$ cat src/rtl/traffic_phase_controller.sv
// rtl/traffic_phase_controller.sv - round-robin multi-phase traffic light controller with walk service and programmable interval timer
// Optional feature macro: SKIP_EMPTY_EN (skip approaches without demand when leaving all-red)
module traffic_phase_controller #(
    parameter int NUM_PHASES = 4,
    parameter int TIMER_W    = 8,
    parameter int T_BASE     = 6,
    parameter int T_EXT      = 3,
    parameter int T_YEL      = 2,
    parameter int T_ALLRED   = 1,
    localparam int PHASE_W   = $clog2(NUM_PHASES)
) (
    input  logic                  clock,
    input  logic                  reset_sync,
    input  logic                  tick,
    input  logic [NUM_PHASES-1:0] sensor_sync,
    input  logic                  walk_req,
    input  logic                  prog_sync,
    input  logic                  prog_we,
    input  logic [1:0]            prog_sel,
    input  logic [TIMER_W-1:0]    prog_value,
    output logic [NUM_PHASES-1:0] green,
    output logic [NUM_PHASES-1:0] yellow,
    output logic [NUM_PHASES-1:0] red,
    output logic                  walk,
    output logic                  wr_reset,
    output logic [PHASE_W-1:0]    active_phase,
    output logic [2:0]            state
);

    typedef enum logic [2:0] {
        S_GREEN_BASE = 3'd0,
        S_GREEN_EXT  = 3'd1,
        S_YELLOW     = 3'd2,
        S_WALK       = 3'd3,
        S_ALL_RED    = 3'd4
    } state_t;

    localparam logic [NUM_PHASES-1:0] PHASE0_MASK = NUM_PHASES'(1);

    state_t                state_q, state_d;
    logic [PHASE_W-1:0]    phase_q, phase_d, next_phase;
    logic [TIMER_W-1:0]    count_q, count_d;
    logic [TIMER_W-1:0]    dur_base, dur_ext, dur_yel, dur_allred;
    logic                  pend_q, pend_d;
    logic                  expired;
    logic [NUM_PHASES-1:0] lamp_onehot, green_d, yellow_d;

    // A programmed duration of zero still lasts one tick
    function automatic logic [TIMER_W-1:0] clamp_dur(input logic [TIMER_W-1:0] d);
        return (d == '0) ? TIMER_W'(1) : d;
    endfunction

    // Countdown value loaded on the edge that enters state s
    function automatic logic [TIMER_W-1:0] dur_for(input state_t s,
                                                    input logic [TIMER_W-1:0] b,
                                                    input logic [TIMER_W-1:0] e,
                                                    input logic [TIMER_W-1:0] y,
                                                    input logic [TIMER_W-1:0] a);
        case (s)
            S_GREEN_BASE:       return clamp_dur(b);
            S_GREEN_EXT,
            S_WALK:             return clamp_dur(e);
            S_YELLOW:           return clamp_dur(y);
            default:            return clamp_dur(a);
        endcase
    endfunction

`ifdef SKIP_EMPTY_EN
    logic found;
    int   idx;

    // Next phase with demand in round-robin order; phase 0 is served whenever the search reaches it
    always_comb begin
        next_phase = '0;
        found      = 1'b0;
        idx        = 0;
        for (int i = 1; i < NUM_PHASES; i++) begin
            idx = (int'(phase_q) + i) % NUM_PHASES;
            if (!found) begin
                if (idx == 0) begin
                    found = 1'b1;
                end else if (sensor_sync[idx]) begin
                    next_phase = PHASE_W'(idx);
                    found      = 1'b1;
                end
            end
        end
    end
`else
    // Next phase in strict round-robin order, wrapping at the last approach
    always_comb begin
        next_phase = (phase_q == PHASE_W'(NUM_PHASES - 1)) ? '0 : phase_q + 1'b1;
    end
`endif

    // Next-state, countdown and walk-latch logic; lamps decoded from the next state
    always_comb begin
        state_d = state_q;
        phase_d = phase_q;
        count_d = count_q;
        pend_d  = pend_q;
        expired = tick && (count_q <= TIMER_W'(1));

        if (walk_req && (state_q != S_WALK)) begin
            pend_d = 1'b1;
        end

        if (prog_sync) begin
            state_d = S_GREEN_BASE;
            phase_d = '0;
            count_d = clamp_dur(dur_base);
        end else if (expired) begin
            case (state_q)
                S_GREEN_BASE: state_d = sensor_sync[phase_q] ? S_GREEN_EXT : S_YELLOW;
                S_GREEN_EXT:  state_d = S_YELLOW;
                S_YELLOW:     state_d = pend_q ? S_WALK : S_ALL_RED;
                S_WALK:       state_d = S_ALL_RED;
                default: begin
                    state_d = S_GREEN_BASE;
                    phase_d = next_phase;
                end
            endcase
            count_d = dur_for(state_d, dur_base, dur_ext, dur_yel, dur_allred);
            if (state_d == S_WALK) begin
                pend_d = 1'b0;
            end
        end else if (tick) begin
            count_d = count_q - 1'b1;
        end

        lamp_onehot = PHASE0_MASK << phase_d;
        green_d     = ((state_d == S_GREEN_BASE) || (state_d == S_GREEN_EXT)) ? lamp_onehot : '0;
        yellow_d    = (state_d == S_YELLOW) ? lamp_onehot : '0;
    end

    // State, countdown, walk latch and registered lamp outputs
    always_ff @(posedge clock) begin
        if (reset_sync) begin
            state_q  <= S_GREEN_BASE;
            phase_q  <= '0;
            count_q  <= clamp_dur(TIMER_W'(T_BASE));
            pend_q   <= 1'b0;
            green    <= PHASE0_MASK;
            yellow   <= '0;
            red      <= ~PHASE0_MASK;
            walk     <= 1'b0;
            wr_reset <= 1'b0;
        end else begin
            state_q  <= state_d;
            phase_q  <= phase_d;
            count_q  <= count_d;
            pend_q   <= pend_d;
            green    <= green_d;
            yellow   <= yellow_d;
            red      <= ~(green_d | yellow_d);
            walk     <= (state_d == S_WALK);
            wr_reset <= (state_d == S_WALK);
        end
    end

    // Runtime-programmable duration registers, writable only in program mode
    always_ff @(posedge clock) begin
        if (reset_sync) begin
            dur_base   <= TIMER_W'(T_BASE);
            dur_ext    <= TIMER_W'(T_EXT);
            dur_yel    <= TIMER_W'(T_YEL);
            dur_allred <= TIMER_W'(T_ALLRED);
        end else if (prog_sync && prog_we) begin
            case (prog_sel)
                2'd0:    dur_base   <= prog_value;
                2'd1:    dur_ext    <= prog_value;
                2'd2:    dur_yel    <= prog_value;
                default: dur_allred <= prog_value;
            endcase
        end
    end

    assign state        = state_q;
    assign active_phase = phase_q;

endmodule

$ cat config.mk
export PLATFORM = sky130hd
export DESIGN_NAME = traffic_phase_controller
export DESIGN_NICKNAME = d
export VERILOG_FILES = /design/src/rtl/traffic_phase_controller.sv
export SDC_FILE = /design/constraint.sdc
export NUM_CORES = 1
export LEC_CHECK = 0
export CAP_MARGIN = 20
export CORE_ASPECT_RATIO = 0.6
export CORE_UTILIZATION = 40
export CTS_CLUSTER_DIAMETER = 30
export DETAILED_ROUTE_END_ITERATION = 16
export PLACE_DENSITY = 0.58
export RECOVER_POWER = 100
export SLEW_MARGIN = 20
export SYNTH_ARGS = -nofsm -noshare
export SYNTH_HDL_FRONTEND = slang
export SYNTH_SLANG_ARGS = --single-unit
$ cat constraint.sdc
create_clock -name clock -period 3.9 [get_ports clock]
set_input_delay 0.78 -clock clock [delete_from_list [all_inputs] [get_ports clock]]
set_output_delay 0.78 -clock clock [all_outputs]
set_load 0.03 [all_outputs]
; Word-level counts from Yosys, hierarchy flattened
; Cells that the tools add are included.
[totals]
regBits = 59
inputBits = 20
elab_cells = 80
[op_classes]
n_addsub = 2
n_lt_le_gt_ge = 2
n_eq_ne = 13
n_shift = 1
n_mux = 27
bitwise = 3
reduce_logical = 20
[ops]
columns = cell, n
row1 = $mux 8, 7
row2 = $logic_not 8->1, 4
row3 = $pmux 8 s3, 1
row4 = $eq 3x2->1 const B, 6
row5 = $mux 3, 5
row6 = $pmux 3 s4, 1
row7 = $mux 2, 5
row8 = $eq 3x1->1 const B, 3
row9 = $logic_not 3->1, 3
row10 = $le 8x1->1 const B, 1
row11 = $mux 4, 2
row12 = $reduce_and 2->1, 4
row13 = $sub 8x1->8 const B, 1
row14 = $mux 1, 5
row15 = $eq 2x2->1 const B, 2
row16 = $not 4->4, 1
row17 = $or 4x4->4, 1
row18 = $reduce_or 4->1, 1
row19 = $shl 1x2->4 const A, 1
row20 = $logic_and 1x1->1, 3
row21 = $lt 2x3->1 const B, 1
row22 = $ne 3x2->1 const B, 1
row23 = $reduce_bool 3->1, 1
row24 = $reduce_or 3->1, 1
row25 = other kinds (7), 7

; Depth between registers and ports, before layout
; Gate-level depths: netlist of run 1.
[logic_depth]
depth_word = 13
ltp_mapped = 9
depth_no_buf = 7

; Worst setup path after synthesis of run 1
; Ideal clock, no wire load.
[synth_path]
kind = input port to flip-flop
start = in sensor_sync[3]
end = reg red[1]
arrival_time_ns = 2.102
setup_slack_ns = 1.672
cell_stages = 6
path_buffers = 1
cell_sequence = mux2_1 > a221o_1 > buf_6 > a31oi_4 > nor2_2 > or3_1
[synth_between]
elab_chain_cells = 13
[synth_lines]
columns = item, line
row1 = start: declaration, 15  ; input logic [NUM_PHASES-1:0] sensor_sync,
row2 = $bmux 1 s2 *, 114  ; S_GREEN_BASE: state_d = sensor_sync[phase_q] ? S_GREEN_EXT : S_YELLOW;
row3 = $mux 1 (implied by the code) *, 114
row4 = $mux 2 *, 114
row5 = $pmux 3 s4 *, 113  ; case (state_q)
row6 = $mux 3 *, 112  ; end else if (expired) begin
row7 = $mux 3 *, 108  ; if (prog_sync) begin
row8 = $mux 3 *, 112
row9 = $mux 3 *, 108
row10 = $eq 3x1->1 / $logic_not 3->1 (equally long branches), 132  ; green_d = ((state_d == S_GREEN_BASE) || (state_d == S_GREEN_EXT)) ? lamp_onehot : '0;
row11 = $logic_or 1x1->1, 132
row12 = $mux 4, 132
row13 = $or 4x4->4 *, 155  ; red <= ~(green_d | yellow_d);
row14 = $not 4->4 *, 155
row15 = end signal: assignment, 145  ; red <= ~PHASE0_MASK;
row16 = end signal: assignment, 155
row17 = end: declaration, 23  ; output logic [NUM_PHASES-1:0] red,
; Every way passes the cells marked *; elsewhere a longest branch is shown, timed or not. The select of a mux whose other input is x is not followed.
; A chain may end at the register's enable or synchronous reset.

; Final worst setup path of run 1
[layout_path]
start = in prog_sync
end = reg count_q[3]
[layout_between]
elab_chain_cells = 1
[layout_lines]
columns = item, line
row1 = start: declaration, 17  ; input logic prog_sync,
row2 = $reduce_bool 3->1 (no source line) / $mux 8 (equally long branches), n/a
row3 = end signal: assignment, 141  ; count_q <= clamp_dur(TIMER_W'(T_BASE));
row4 = end signal: assignment, 151  ; count_q <= count_d;
row5 = end: declaration, 42  ; logic [TIMER_W-1:0] count_q, count_d;
; Parallel ways exist; a longest one is shown, timed or not.

==> metrics.md, run 1 <==
| Metric | Value |
|---|---|
| Top-count cell post-synth | `nand2_1` |
| Post-route ant nets | `0` |
| First-pass GRT wire length | `14440 um` |
| Cells after synthesis | `380` |
| Static Leak | `1.334 nW` |
| Hold buffer count at CTS | `0` |
| Worst-Skew Late Latency | `0.33 ns` |
| Root buf cell | `clkbuf_16` |
| H-tree depth | `3` |
| Io pins | `39` |
| CTS resizes | `0` |
| Average wire per cell in the routed design | `18.16 um` |
| Vias post-DR | `3001` |
| Clock-pin transition on the worst setup and hold timing paths | `0.05 ns` |
| Worst slew pin tran | `1.222 ns` |
| Initial antenna violation count | `0` |
| GRT met2 Usage | `30.94%` |
| CP max FO | `27` |
| Synth cell types | `62` |
| Area grow syn2layout | `24.47%` |
| Post-Syn Area per Cell | `7.738 sq um` |
| Minimum clock period | `3.059 ns` |
| Fraction of layout cells with a size suffix above 1 | `6.459%` |
| Routability cong. | `0.9022` |
| Worst Setup Path Type | `input pin to flip-flop` |
| Largest area contributor in the netlist | `dfxtp_1` |
| Commonest cells in the netlist | `nand2_1, dfxtp_1, a21oi_1, nor2_1, nand3_1` |
| Unrepaired setup endpoints after global routing | `no` |
| Residual DRC | `0` |
| Power per Cell Area | `428.7 mW/mm^2` |
| Diode count | `0` |
| Max-cap viol count | `0` |
| Sequential-to-total area share from yosys stat | `40.17%` |
| Final Setup Violations | `0` |
| VDD IR-drop max | `0.0002725 V` |
| Met3 Resource Use GR | `9.300%` |
| Achievable frequency | `326.9 MHz` |
| Drt first-iter violations | `288` |
| CTS tree | `built` |
| Vias per inst | `5.943` |
| Slew Viols, Final | `0` |
| Largest net degree at the start of global routing | `33` |
| Gr busiest metal | `met1` |
| Pre-Repair DR Iteration Count | `5` |
| Fin. Hold Viols | `0` |
| Post-Syn Nets | `403` |
| Top area cells in the synthesized netlist | `dfxtp_1, nand2_1, a21oi_1, nor2_1, nand3_1` |
| Slew margin rel. | `18.52%` |
| Ys flop type | `dfxtp_1` |
| DIE AREA | `0.007709 sq mm` |
| Routed Wire Length | `9172 um` |
| Initial Util | `42.75%` |
| Worst setup SP type | `input pin` |
| Final period util | `78.44%` |
| Design Power | `1.569 mW` |
| Crit path DAT | `3.27 ns` |
| DP HPWL | `6762 um` |
| Yosys reg bits | `59` |
| Status | `completed` |
| Core Box Area | `0.006878 sq mm` |
| Post-synth EDFFs | `0` |
| Chip height | `68.41 um` |
| Dpl cell area | `0.003374 sq mm` |
| Port bufs | `38` |
| CTS Sinks | `59` |
| Setup bufs post-CTS | `0` |
| Synth warnings | `0` |
| Total CTS buffers | `9` |
| Design area | `0.003660 sq mm` |
| Fin nets | `437` |
| Longest Clk Path Bufs | `2` |
| Mapped cell area | `0.002940 sq mm` |
| GRT Util Overall | `25.79%` |
| Clk_skew | `0.007805 ns` |
| Hold Crit Class | `flip-flop to flip-flop` |
| Req. time, crit path | `4.11 ns` |
| Share of the synthesized area in the top cell type | `40.17%` |
| Worst setup EP type | `flip-flop` |
| Cell Rows | `23` |
| Async set-or-reset flop fraction in the synthesized netlist | `0%` |
| GR Overflow Total | `0` |
| DIE WIDTH | `112.7 um` |
| GRT met1 Usage | `40.91%` |
| Vias in the first global route | `2559` |
| Setup TNS | `0 ns` |
-- routing by layer --
layer / up-vias / wire length [um]
li1: 1432 / -
met4: 0 / 80
met3: 13 / 1055
met2: 181 / 3147
met5: - / 0
met1: 1375 / 4889
-- final cells by class --
cell class | count | area, sq um
multi-input cells | 290 | 1597
clock inverters | 1 | 30.03
fillers | 679 | 3218
clock buffers | 14 | 284.0
inverters | 10 | 37.54
flip-flops and latches | 59 | 1181
repair buffers | 44 | 421.7
well taps | 87 | 108.9
-- report_power, final --
group / switching, mW / total, mW / leakage [nW] / internal, mW
clock network: 0.264 / 0.824 / 0.155 / 0.560
logic: 0.0685 / 0.114 / 0.700 / 0.0458
registers: 0.0141 / 0.631 / 0.478 / 0.616
-- cells in the final DEF (no fill, tap or decap), drive strengths merged, types with 6 or more instances in the layout --
master / n
a31oi: 8
clkdlybuf4s50: 16
nand3: 14
nand4: 8
dlygate4sd3: 22
nor2: 26
a21oi: 40
dfxtp: 59
or3: 6
o21ai: 12
nand2: 89
inv: 9
clkbuf: 15
nor3: 10
-- registers in the layout, summed over array words and instances (netlist names) --
register	count
dur_base	8
count_q	8
dur_allred	8
green	4
wr_reset	1
active_phase	2
pend_q	1
red	4
yellow	4
state	3
dur_ext	8
dur_yel	8
-- final timing paths --
| path | startpoint | slack, ns | cells after the start | end |
|---|---|---|---|---|
| setup / recovery | prog_sync | 0.84 | 7 | count_q[3] |
| hold / removal | dur_base[0] | 0.46 | 2 | dur_base[0] |
| setup reg to reg | active_phase[0] | 1.40 | 5 | red[1] |
| hold reg to reg | dur_base[0] | 0.46 | 2 | dur_base[0] |
-- per-stage QoR --
step | hold slack (ns) | cells | utilization (%) | worst slack (ns)
global placement | 0.4437 | 490 | 49.06 | 0.9350
finish | 0.4551 | 505 | 53.21 | 0.8409
floorplan | 0.4326 | 380 | - | 1.672
detailed placement | 0.4464 | 490 | 49.06 | 0.9173
global route | 0.4791 | 505 | 53.21 | 0.5811
CTS | 0.4534 | 505 | 53.63 | 1.063
-- cell families after synthesis --
family | after synthesis | share of synthesized area [%]
XOR/XNOR | 1 | 0.2979
multiplexers | 7 | 2.638
flip-flops | 59 | 40.17
AND/OR/NAND/NOR | 188 | 30.34
buffers and inverters | 31 | 4.681
adder cells (fa/ha/maj) | 3 | 1.277
AO/OA/AOI/OAI | 91 | 20.60
-- critical path, cell delays in order --
cell and delay, ns:
dlygate4sd3_1 0.55, clkbuf_1 0.90, nor2_1 0.46, nand4_1 0.22
o22ai_1 0.09, a31oi_1 0.17, nand3_1 0.09
No activity file was read; power rests on OpenSTA's default activity.
==> run 2, diff against run 1 <==
Settings changed: PLACE_DENSITY 0.58 to 0.6.
Clock period 3.9 ns to 2.5 ns, I/O delays scaled along.
==> run 2 against run 1 <==
Sequential share of layout area fell by 1.6 points. Register-to-register slack got worse by 1.2 ns. Critical path depth rose by 2. Clock skew fell by 0.0033 ns. Global-route usage rose by 1.2 points. Clock power rose by 66%. Via count rose by 1.8%. Critical endpoint is now red[1]. Largest power group unchanged. Routed wire length rose by 4.5%. Count of clock-buffer cells in the layout fell by 3. Largest cell class unchanged. Cell area rose by 5.3%.
==> metrics.md, run 2 (synthesized netlist as in run 1, its figures left out) <==
| Metric | Value |
|---|---|
| Status | `completed` |
| Fin. Hold Viols | `0 (unchanged)` |
| H-tree depth | `3 (unchanged)` |
| Worst R2R Setup Slack | `0.18 ns (-1.22 ns)` |
| Slew margin rel. | `65.53% (+47 points)` |
| Total CTS buffers | `9 (unchanged)` |
| CP max-delay cell | `dfxtp_1` |
| Crit path DAT | `2.53 ns (-0.74 ns)` |
| Post-route ant nets | `0 (unchanged)` |
| Crit path largest cell delay | `0.41 ns (-0.49 ns)` |
| DIE AREA | `0.007709 sq mm (unchanged)` |
| DP HPWL | `7448 um (+10%)` |
| Critical path, cell by cell | `inv_1 -> ha_1 -> o21ba_1 -> and4_1 -> buf_4 -> a31oi_4 -> clkbuf_1 -> nor2_2 -> or3_1` |
| Cell Rows | `23 (unchanged)` |
| Final Setup Violations | `0 (unchanged)` |
| Worst setup EP type | `flip-flop` |
| Achievable frequency | `431.6 MHz` |
| Hold_ws | `0.4652 ns (+0.01010 ns)` |
| Slew Viols, Final | `0 (unchanged)` |
| Hold Crit Start | `dur_base[0]` |
| CTS resizes | `0 (unchanged)` |
| CTS Sinks | `59 (unchanged)` |
| Residual DRC | `0 (unchanged)` |
| Power per Cell Area | `661.8 mW/mm^2 (+54%)` |
| Drt first-iter violations | `375 (+30%)` |
| Unrepaired setup endpoints after global routing | `no` |
| DIE WIDTH | `112.7 um (unchanged)` |
| Final period util | `92.69%` |
| Worst Hold Path Cells | `2 (unchanged)` |
| Vias per inst | `5.764 (-3.0%)` |
| CTS tree | `built` |
| Area grow syn2layout | `31.06%` |
| Clock share of power | `53.9% (+1.4 points)` |
| Clock-pin transition on the worst setup and hold timing paths | `0.06 ns (about the same)` |
| Fill count | `664 (-2.2%)` |
| Req. time, crit path | `2.71 ns (-1.40 ns)` |
| Initial antenna violation count | `0 (unchanged)` |
| Worst setup SP type | `flip-flop` |
| Sequential Area | `0.001181 sq mm (unchanged)` |
| Average wire per cell in the routed design | `18.09 um (-0.40%)` |
| Setup crit start | `count_q[0]` |
| Initial Util | `42.75% (unchanged)` |
| Worst Setup Path Type | `flip-flop to flip-flop` |
| Vias in the first global route | `2729 (+6.6%)` |
| Register-to-Register Path Depth | `9 (+4)` |
| Sw power | `0.5770 mW (+66%)` |
| Chip height | `68.41 um (unchanged)` |
| Worst-Skew Late Latency | `0.33 ns (about the same)` |
| VDD IR-drop max | `0.0003893 V (+43%)` |
| Pint | `1.973 mW (+61%)` |
| Routability cong. | `0.9328 (+3.4%)` |
| Minimum clock period | `2.317 ns` |
| Commonest cells after routing, fill and taps aside | `nand2_1, dfxtp_1, a21oi_1` |
| Fin cells | `530 (+5.0%)` |
| Switching share of power | `22.63% (+0.53 points)` |
| First-pass GRT wire length | `15010 um (+3.9%)` |
| Max-cap viol count | `0 (unchanged)` |
| GR Overflow Total | `0 (unchanged)` |
| Port bufs | `38 (unchanged)` |
| R2R Path End | `red[1]` |
| GRT Util Overall | `27.02% (+1.2 points)` |
| Seq pwr share | `38.6% (-1.6 points)` |
| Hold buffer count at CTS | `0 (unchanged)` |
| Largest net degree at the start of global routing | `27 (-18%)` |
| Worst slew pin tran | `0.5167 ns (-0.7055 ns)` |
| Fin nets | `461 (+5.5%)` |
| Vias post-DR | `3055 (+1.8%)` |
| CP max FO | `6 (-78%)` |
| Post-placement cell count | `514 (+4.9%)` |
| Core Box Area | `0.006878 sq mm (unchanged)` |
| Io pins | `39 (unchanged)` |
| Commonest non-fill, non-tap cell in the layout | `nand2_1` |
| Diode count | `0 (unchanged)` |
| Longest Clk Path Bufs | `2 (unchanged)` |
| Clk_skew | `0.004549 ns (-0.003256 ns)` |
| Root buf cell | `clkbuf_16` |
| Pre-Repair DR Iteration Count | `5 (unchanged)` |
| Routed Wire Length | `9588 um (+4.5%)` |
| Fraction of layout cells with a size suffix above 1 | `10.84% (+4.4 points)` |
| Setup bufs post-CTS | `0 (unchanged)` |
| Logic gate share of total power | `7.6% (+0.3 points)` |
| Worst hold endpoint | `dur_base[0]` |
| Multi-input gate area | `0.001604 sq mm (+0.47%)` |
| Hold Crit Class | `flip-flop to flip-flop` |
| Static Leak | `1.448 nW (+8.6%)` |
| Crit Reg-Reg Startpoint | `count_q[0]` |
==> run 2: changes by cell type in the layout (fill, tap and decap cells not counted), moves of 2 or more <==
cell	change
clkbuf_1	+3
clkbuf_4	+2
clkbuf_8	-2
clkinv_4	+2
buf_4	+17
dlygate4sd3_1	-2
clkdlybuf4s50_1	+2
==> run 2: worst max path at each step <==
| stage | endpoint | cells after the start |
|---|---|---|
| floorplan | red[1] | 6 |
| global placement | count_q[3] | 7 |
| detailed placement | count_q[3] | 7 |
| CTS | red[1] | 9 |
| global route | red[1] | 9 |
| finish | red[1] | 9 |
==> run 2: per-stage QoR <==
step                utilization [%]  instance area (sq um)  setup slack, ns  setup TNS, ns  power, mW
finish                        56.03                   3854           0.1828              0      2.550
global route                  56.03                   3854          0.04692              0      2.634
CTS                           56.59                   3892           0.2196              0      2.568
detailed placement            51.68                   3555        -0.008348      -0.008348      1.194
global placement              51.68                   3555          0.01361              0      1.196
floorplan                         -                   2940           0.3566              0      1.101
==> run 2: worst max-delay path, delay by kind of cell, from the launching register on <==
| family | cells | cell delay, ns |
|---|---|---|
| and+or+nand+nor | 3 | 0.70 |
| adders and majority gates | 1 | 0.23 |
| DFF | 1 | 0.41 |
| AOI/OAI and AO/OA | 2 | 0.41 |
| buffers and inverters | 3 | 0.44 |
==> run 2: layout make-up <==
cell class	count	share of cell area, %
Clock inverter	5	2.208
Multi-Input combinational cell	290	41.62
Sequential cell	59	30.65
Inverter	10	0.9740
Clock buffer	11	6.558
Tap cell	87	2.825
Timing Repair Buffer	68	15.16
==> run 2: power groups by stage <==
stage	combinational, mW	sequential, mW	clock (mW)
6_report	0.193	0.984	1.37
3_5_place_dp	0.192	1.00	0
5_1_grt	0.211	0.986	1.44
4_1_cts	0.193	0.983	1.39
3_3_place_gp	0.193	1.00	0
2_1_floorplan	0.107	0.994	0
==> run 2: per-layer routing <==
metal	GRT usage (%)	up-vias	wire length, um
li1	-	1477	-
met2	32.87	174	3394
met5	0	-	0
met1	42.47	1397	4995
met3	8.149	7	1124
met4	8.667	0	73
==> run 3, diff against run 2 <==
Settings changed: MAX_ROUTING_LAYER set to met4.
==> run 3 against run 2 <==
Final cell count is 0.19% higher. First-iteration DRC count is 18% lower. Total power is 11% lower. Global-route usage is 0.77 points higher. Critical path depth is 1 lower. Sequential cell count stayed put. Largest cell class unchanged. Largest power group unchanged.
==> metrics.md, run 3 (synthesized netlist as in run 1, its figures left out) <==
| Metric | Value |
|---|---|
| Status | `completed` |
| Longest Clk Path Bufs | `2 (unchanged)` |
| Post-placement cell count | `516 (+0.39%)` |
| Power per Cell Area | `599.1 mW/mm^2 (-9.5%)` |
| Slew margin rel. | `64.49% (-1.0 points)` |
| Post-route ant nets | `0 (unchanged)` |
| Residual DRC | `0 (unchanged)` |
| Fin. Hold Viols | `0 (unchanged)` |
| Cell Rows | `23 (unchanged)` |
| Worst slew pin tran | `0.5323 ns (+0.01558 ns)` |
| H-tree depth | `3 (unchanged)` |
| Worst Setup Path Type | `input pin to flip-flop` |
| CTS resizes | `0 (unchanged)` |
| Chip height | `68.41 um (unchanged)` |
| Pre-Repair DR Iteration Count | `5 (unchanged)` |
| DIE WIDTH | `112.7 um (unchanged)` |
| GR Overflow Total | `0 (unchanged)` |
| Dpl cell area | `0.003570 sq mm (+0.42%)` |
| Fill count | `655 (-1.4%)` |
| Clock-pin transition on the worst setup and hold timing paths | `0.05 ns (about the same)` |
| Commonest cells after routing, fill and taps aside | `nand2_1, dfxtp_1, a21oi_1` |
| Fin nets | `463 (+0.43%)` |
| Fraction of layout cells with a size suffix above 1 | `10.81% (-0.024 points)` |
| Worst hold endpoint | `dur_yel[0]` |
| Root buf cell | `clkbuf_16` |
| First-pass GRT wire length | `15000 um (about the same)` |
| Initial Util | `42.75% (unchanged)` |
| Area grow syn2layout | `29.19%` |
| Io pins | `39 (unchanged)` |
| Total CTS buffers | `9 (unchanged)` |
| Drt first-iter violations | `308 (-18%)` |
| Req. time, crit path | `2.71 ns (about the same)` |
| CTS Sinks | `59 (unchanged)` |
| Setup bufs post-CTS | `0 (unchanged)` |
| Commonest non-fill, non-tap cell in the layout | `nand2_1` |
| Initial antenna violation count | `0 (unchanged)` |
| Minimum clock period | `2.346 ns (+0.02908 ns)` |
| Final period util | `93.85% (+1.2 points)` |
| Core Box Area | `0.006878 sq mm (unchanged)` |
| VDD IR-drop max | `0.0003607 V (-7.3%)` |
| Register-to-Register Path Depth | `9 (unchanged)` |
| Achievable frequency | `426.2 MHz (-1.2%)` |
| Routed Wire Length | `9675 um (+0.91%)` |
| CP max FO | `7 (+1)` |
| Worst Hold Path Cells | `2 (unchanged)` |
| Unrepaired setup endpoints after global routing | `no` |
| Fin cells | `531 (+0.19%)` |
| Routability cong. | `0.9525 (+2.1%)` |
| Worst R2R Setup Slack | `0.17 ns (about the same)` |
| Port bufs | `38 (unchanged)` |
| R2R Path End | `red[0]` |
| DIE AREA | `0.007709 sq mm (unchanged)` |
| Hold_ws | `0.4585 ns (-0.006722 ns)` |
| Vias in the first global route | `2740 (+0.40%)` |
| Vias post-DR | `3082 (+0.88%)` |
| Hold Crit Class | `flip-flop to flip-flop` |
| Clk_skew | `0.004783 ns (+0.0002338 ns)` |
| Worst setup SP type | `input pin` |
| Hold buffer count at CTS | `0 (unchanged)` |
| Slew Viols, Final | `0 (unchanged)` |
| Worst setup EP type | `flip-flop` |
| Vias per inst | `5.804 (+0.69%)` |
| Crit path DAT | `2.56 ns (+0.03 ns)` |
| Crit Reg-Reg Startpoint | `count_q[1]` |
| Average wire per cell in the routed design | `18.22 um (+0.72%)` |
| CTS tree | `built` |
| Setup TNS | `0 ns (unchanged)` |
| Max-cap viol count | `0 (unchanged)` |
| Design area | `0.003799 sq mm (-1.4%)` |
| Largest net degree at the start of global routing | `26 (-3.7%)` |
| DP HPWL | `7437 um (-0.15%)` |
| Hold Crit Start | `dur_yel[0]` |
| GRT Util Overall | `27.79% (+0.77 points)` |
| Static Leak | `1.431 nW (-1.2%)` |
| Worst-Skew Late Latency | `0.33 ns (about the same)` |
| Final Setup Violations | `0 (unchanged)` |
| Diode count | `0 (unchanged)` |
==> run 3: per-stage QoR <==
step / utilization [%] / power (mW) / setup WS (ns)
CTS: 55.70 / 2.287 / 0.2104
detailed placement: 51.90 / 1.197 / -0.03189
finish: 55.23 / 2.276 / 0.1537
global placement: 51.90 / 1.198 / -0.04522
floorplan: - / 1.101 / 0.3566
global route: 55.23 / 2.350 / 0.06883
==> run 3: where the power goes <==
part	switching [mW]	internal [mW]	total, mW
combinational	0.114	0.0843	0.198
clock	0.410	0.685	1.09
sequential	0.0210	0.962	0.983
==> run 3: cell type report <==
class / count / area [sq um] / share of cell area, %
clock buffers: 12 / 246.5 / 6.489
clock inverters: 3 / 15.01 / 0.3953
inverters: 10 / 37.54 / 0.9881
multi-input cells: 290 / 1610 / 42.39
flip-flops and latches: 59 / 1181 / 31.09
well taps: 87 / 108.9 / 2.866
repair buffers: 70 / 599.3 / 15.78
==> run 3: worst max-delay path, cell delays in order <==
cell           delay [ns]
dlygate4sd3_1        0.55
nor3b_4              0.24
nand4_1              0.14
clkbuf_1             0.24
o211ai_1             0.22
clkbuf_1             0.23
nor2_2               0.07
or3_1                0.37
==> run 3: per-layer routing <==
metal / share of wire (%) / routed length, um / up-vias / GRT usage (%)
met2: 36 / 3443 / 160 / 32.95
li1: - / - / 1478 / -
met4: 0.73 / 71 / 0 / 6.333
met1: 52 / 5025 / 1437 / 41.20
met3: 12 / 1134 / 7 / 11.07
met5: 0 / 0 / - / -
==> run 3: how the worst max path moves through the flow <==
stage | startpoint | endpoint | slack, ns | depth (start not counted)
global placement | sensor_sync[3] | red[2] | -0.05 | 7
floorplan | active_phase[0] | red[1] | 0.36 | 6
CTS | count_q[1] | red[1] | 0.21 | 9
finish | tick | red[1] | 0.15 | 8
global route | tick | red[1] | 0.07 | 8
detailed placement | sensor_sync[3] | count_q[6] | -0.03 | 7
==> RTL change 1 (flow settings as in run 1) <==
Make the reset (`reset_sync`) asynchronous in 2 clocked blocks.
--- a/src/rtl/traffic_phase_controller.sv
+++ b/src/rtl/traffic_phase_controller.sv
@@ -135,5 +135,5 @@
 
     // State, countdown, walk latch and registered lamp outputs
-    always_ff @(posedge clock) begin
+    always_ff @(posedge clock or posedge reset_sync) begin
         if (reset_sync) begin
             state_q  <= S_GREEN_BASE;
@@ -160,5 +160,5 @@
 
     // Runtime-programmable duration registers, writable only in program mode
-    always_ff @(posedge clock) begin
+    always_ff @(posedge clock or posedge reset_sync) begin
         if (reset_sync) begin
             dur_base   <= TIMER_W'(T_BASE);
Function: differs if reset_sync is asserted again (counterexample within 4 cycles, from zero or initial values and one cycle with reset_sync high); with reset_sync held inactive, the same outputs for 4 cycles.
==> RTL change 1 against run 1 <==
- design area up 4.0%
- synthesized area up 4.1%
- routed wire length down 10%
- setup slack worse by 0.18 ns
- synthesized cell count down 26%
- the run now ends with capacitance limit, slew limit left
- critical path type unchanged
- sequential share of layout area up 6.9 points
- sequential cell count unchanged
- largest cell class is now flip-flops and latches
Power is not compared: it rests on default switching activity, and its combinational part moved more than twofold at a synthesized area within 25%.
==> RTL change 1: results (changes against run 1) <==
share of cells above drive strength 1=22.3% (+16 points); Post-DP HPWL=6140 µm (-9.2%); Clock Skew=0.00518 ns (-0.00262 ns); pre-CTS setup slack=0.685 ns (-0.232 ns); post-synthesis compound-gate area fraction=15.4% (-5.2 points); post-synthesis adder-cell area fraction=1.23% (-0.050 points); global routing usage on met2=26.6% (-4.4 points); failing checks=capacitance limit, slew limit; Worst-Skew Late Latency=0.33 ns (about the same); Top delay family on crit path=simple AND/OR/NAND/NOR gates; mux cell area share after synthesis=13.5% (+11 points); Worst Path Max Fanout=13 (-52%); Avg Vias per Cell=5.71 (-4.0%); synth cell count leaders=47 x dfrtp_1, 32 x mux2_2, 21 x a21oi_1; Net Count, Synth=303 (-25%); max-slew violation total from the final report=31 (+31); aggregate routed wire length=8240 µm (-10%); Post-Synth XOR/XNOR Area=0.286% (-0.012 points); first-pass GRT wire length=13400 µm (-6.9%); GR Util met1=38.9% (-2.0 points); critical path's largest stage delay=0.56 ns (-0.34 ns); global-route usage over all layers=23.0% (-2.8 points); largest net degree at the start of global routing=32 (-3.0%); status=finished, violations left; met3 WL post-DR=634 µm (-40%); max cap viols=1 (+1); met3 Track Usage GR=6.56% (-2.7 points); WL met2=2910 µm (-7.6%); ys async rst share=100% (+100 points); worst-margin pin slew=1.59 ns (+0.364 ns); # H-tree levels=3 (unchanged); CTS Root Cell=clkbuf_16; GP Congestion=0.865 (-4.1%); M1 wire length=4600 µm (-6.0%); vias in the first global route=2310 (-9.7%); sequential-to-total area share from yosys stat=48.7% (+8.6 points); Layout Nets=346 (-21%); DRT iter0 DRCs=195 (-32%); top cells by area, synth=dfrtp_1 38%, mux2_2 12%, dfstp_2 10%, a21oi_1 3.4%, nand2_1 2.5%; Slowest-stage cell, CP=nor3b_1; Netlist cell types=60 (-3.2%); Crit path arrival time=3.49 ns (+0.22 ns)
-- RTL change 1: final cells by class --
class | count | area (µm²)
multi-input combinational | 200 | 1460
inverter | 10 | 37.5
sequential | 59 | 1490
tap | 104 | 130
fill | 692 | 3520
clock inverter | 6 | 57.6
timing repair buffer | 43 | 410
clock buffer | 9 | 225
-- RTL change 1: power breakdown --
group	internal, W	total (W)	leakage (nW)	switching, W
combinational	0.000162	0.000323	0.685	0.000162
clock	0.000484	0.000750	0.141	0.000266
sequential	0.000727	0.000844	0.716	0.000117
total	0.00137	0.00192	1.54	0.000544
-- RTL change 1: per-stage QoR --
step                std cells  cell area [µm²]
floorplan                 280             3060
global placement          416             3550
detailed placement        416             3550
CTS                       431             3830
global route              431             3810
finish                    431             3810
-- RTL change 1: worst paths after layout --
path / from / to / slack [ns] / depth (start not counted)
max in group asynchronous: reset_sync / dur_allred[1]$_DFFE_PP0P_ / 1.10 / 3
hold reg to reg: dur_base[2]$_DFFE_PP1P_ / count_q[2]$_DFFE_PP1P_ / 0.51 / 2
min in group asynchronous: reset_sync / count_q[4]$_DFFE_PP0P_ / 0.94 / 2
setup reg to reg: count_q[1]$_DFFE_PP1P_ / count_q[0]$_DFFE_PP0P_ / 1.41 / 8
setup / recovery: tick / count_q[5]$_DFFE_PP0P_ / 0.66 / 8
hold / removal: dur_base[2]$_DFFE_PP1P_ / count_q[2]$_DFFE_PP1P_ / 0.51 / 2
-- RTL change 1: cells by family (layout without fill, tap and decap cells) --
| logic type | after synthesis | after routing |
|---|---|---|
| AOI/OAI and AO/OA | 63 | 63 |
| xor gates and xnor gates | 1 | 1 |
| adders and majority gates | 3 | 3 |
| buffers and inverters | 21 | 68 |
| DFF | 59 | 59 |
| muxes | 36 | 36 |
| and+or+nand+nor | 97 | 97 |
==> RTL change 2 (settings of run 1) <==
Made on the original files. The parameter `TIMER_W` goes from 8 to 10.
--- a/src/rtl/traffic_phase_controller.sv
+++ b/src/rtl/traffic_phase_controller.sv
@@ -3,5 +3,5 @@
 module traffic_phase_controller #(
     parameter int NUM_PHASES = 4,
-    parameter int TIMER_W    = 8,
+    parameter int TIMER_W    = 10,
     parameter int T_BASE     = 6,
     parameter int T_EXT      = 3,
Interface: changed (resized prog_value); port bits go from 39 to 41. No check against the original RTL was run, so the function may have changed too.
==> RTL change 2 against run 1 <==
- setup slack got worse by 0.32 ns
- routed wire length rose by 16%
- synthesized area rose by 15%
- clock skew fell by 0.0036 ns
- synthesized cell count rose by 15%
- count of clock-buffer cells in the layout fell by 3
- design area rose by 14%
- core utilization fell by 1.5 points
- first-iteration DRC count rose by 43%
- total power rose by 12%
- sequential cell count rose by 10
==> RTL change 2: results (changes against run 1) <==
status=finished clean; Setup-failing EPs final=0 (unchanged); WHS=0.457 ns (+0.00138 ns); initial antenna violation count=0 (unchanged); GP Congestion=0.912 (+1.1%); worst-margin pin slew=1.20 ns (-0.0224 ns); leak pwr=1.46 nW (+9.3%); Layout Nets=499 (+14%); vias in the first global route=3012 (+18%); Top delay family on crit path=buffers and inverters; Setup crit end=count_q[0]$_SDFFE_PP0P_; HP Start=dur_base[0]$_SDFFE_PP0P_; sequential-to-total area share from yosys stat=40.8% (+0.66 points); CTS resizes=0 (unchanged); Net Count, Synth=463 (+15%); placed inst area=3850 µm² (+14%); ys async rst share=0% (unchanged); Ys Warns=0 (unchanged); pre-CTS setup slack=0.657 ns (-0.260 ns); CTS buffer count=9 (unchanged); setup TNS=0 ns (unchanged); Post-CTS Repair Setup Buffers=0 (unchanged); Clock Skew=0.00422 ns (-0.00359 ns); fillers=788 (+16%); CTS Root Cell=clkbuf_16; Crit path arrival time=3.64 ns (+0.37 ns); flop2flop setup slack=1.30 ns (-0.10 ns); RR Endpoint=yellow[3]$_SDFF_PP0_; Switch Pwr=0.000407 W (+17%); top cells by area, synth=dfxtp_1 41%, nand2_1 11%, a21oi_1 7.7%, nor3_1 3.7%, o21ai_0 3.4%; Max Root-Sink Buffers=2 (unchanged); CP Launch Point=prog_sync; critical path's largest stage delay=0.87 ns (-0.03 ns); Slowest-stage cell, CP=clkbuf_1; drt first pass iters=7 (+2); Clock transition at path regs=0.06 ns; # H-tree levels=3 (unchanged); Worst Path Max Fanout=24 (-11%); highest clock rate=0.296 GHz (-9.4%); Netlist cell types=58 (-6.5%); largest net degree at the start of global routing=25 (-24%); Avg Vias per Cell=5.83 (-1.8%); share of cells above drive strength 1=7.11% (+0.65 points); I/O Buffers=40 (+5.3%); Worst-Skew Late Latency=0.34 ns; R2R cell count=8 (+3); Hold Crit Class=reg -> reg; Antenna diodes=0 (unchanged); routed length per instance=18.1 µm (-0.13%); peak supply drop=196 µV (-28%); Worst Path Class, Setup=in -> reg; DRT iter0 DRCs=411 (+43%); Post-DP HPWL=7950 µm (+18%); Final Hold Vio Count=0 (unchanged); worst reg2reg startpoint=count_q[1]$_SDFFE_PP1P_; first-pass GRT wire length=16600 µm (+15%); synth cell count leaders=99 x nand2_1, 69 x dfxtp_1, 52 x a21oi_1; global-route usage over all layers=25.7% (-0.098 points)
-- RTL change 2: changes by cell type in the layout (fill, tap and decap cells not counted), moves of 5 or more --
cell             run 1  this run
a21oi_1             40        52
a221oi_1             0         5
a31oi_1              8         3
dfxtp_1             59        69
nand2_1             89        99
nand3_1             14         8
nand4_1              8         2
nor2_1              25        30
nor3_1              10        25
o211ai_1             2         8
o21ai_0             11        24
-- RTL change 2: worst min-delay path by stage --
stage / end / cells past startpoint
4_1_cts: dur_base[0]$_SDFFE_PP0P_ / 2
3_5_place_dp: dur_base[0]$_SDFFE_PP0P_ / 2
5_1_grt: dur_allred[0]$_SDFFE_PP1P_ / 2
6_report: dur_base[0]$_SDFFE_PP0P_ / 2
2_1_floorplan: dur_base[0]$_SDFFE_PP0P_ / 2
3_3_place_gp: dur_base[0]$_SDFFE_PP0P_ / 2
-- RTL change 2: layout make-up --
class,count,share of cell area [%]
inverter,11,0.994
tap,108,3.25
multi-input combinational,335,44.0
clock buffer,11,5.84
timing repair buffer,48,10.9
sequential,69,33.2
clock inverter,4,1.75
-- RTL change 2: per-layer routing --
layer | GRT usage, % | up-vias | wire [µm] | share of wire, %
met5 | 0 | - | 0 | 0
met4 | 9.88 | 0 | 165 | 1.6
met3 | 8.75 | 21 | 1150 | 11
met2 | 32.4 | 167 | 3950 | 37
met1 | 38.8 | 1581 | 5360 | 50
li1 | - | 1649 | - | -
-- RTL change 2: cell families (layout without fill, tap and decap cells) --
| family | count (synthesis) | in the layout | synth area share (%) |
|---|---|---|---|
| DFF | 69 | 69 | 40.8 |
| buffers and inverters | 34 | 74 | 5.10 |
| AOI/OAI and AO/OA | 119 | 119 | 21.9 |
| and+or+nand+nor | 204 | 204 | 28.0 |
| adders and majority gates | 3 | 3 | 1.11 |
| xor gates and xnor gates | 3 | 3 | 0.777 |
| muxes | 6 | 6 | 2.26 |
-- RTL change 2: worst register-to-register path, stage by stage (launching register included) --
cell      delay (ns)
dfxtp_1         0.35
inv_1           0.14
ha_1            0.29
or2_2           0.19
and4_1          0.57
clkbuf_1        0.38
a21oi_1         0.12
o21ai_0         0.36
nor2_1          0.09
-- RTL change 2: power groups by stage --
| stage | Combinational (W) | Clock (W) | Sequential [W] |
|---|---|---|---|
| 2_1_floorplan | 0.0000859 | 0 | 0.000749 |
| 3_3_place_gp | 0.000137 | 0 | 0.000757 |
| 3_5_place_dp | 0.000138 | 0 | 0.000757 |
| 4_1_cts | 0.000139 | 0.000894 | 0.000742 |
| 5_1_grt | 0.000152 | 0.000926 | 0.000745 |
| 6_report | 0.000140 | 0.000876 | 0.000743 |
-- RTL change 2: per-stage QoR --
step                      utilization [%]  cells
final                                51.7    586
after global routing                 51.7    586
after CTS                            51.8    586
after floorplan                         -    438
after global placement               47.9    571
after detailed placement             47.9    571
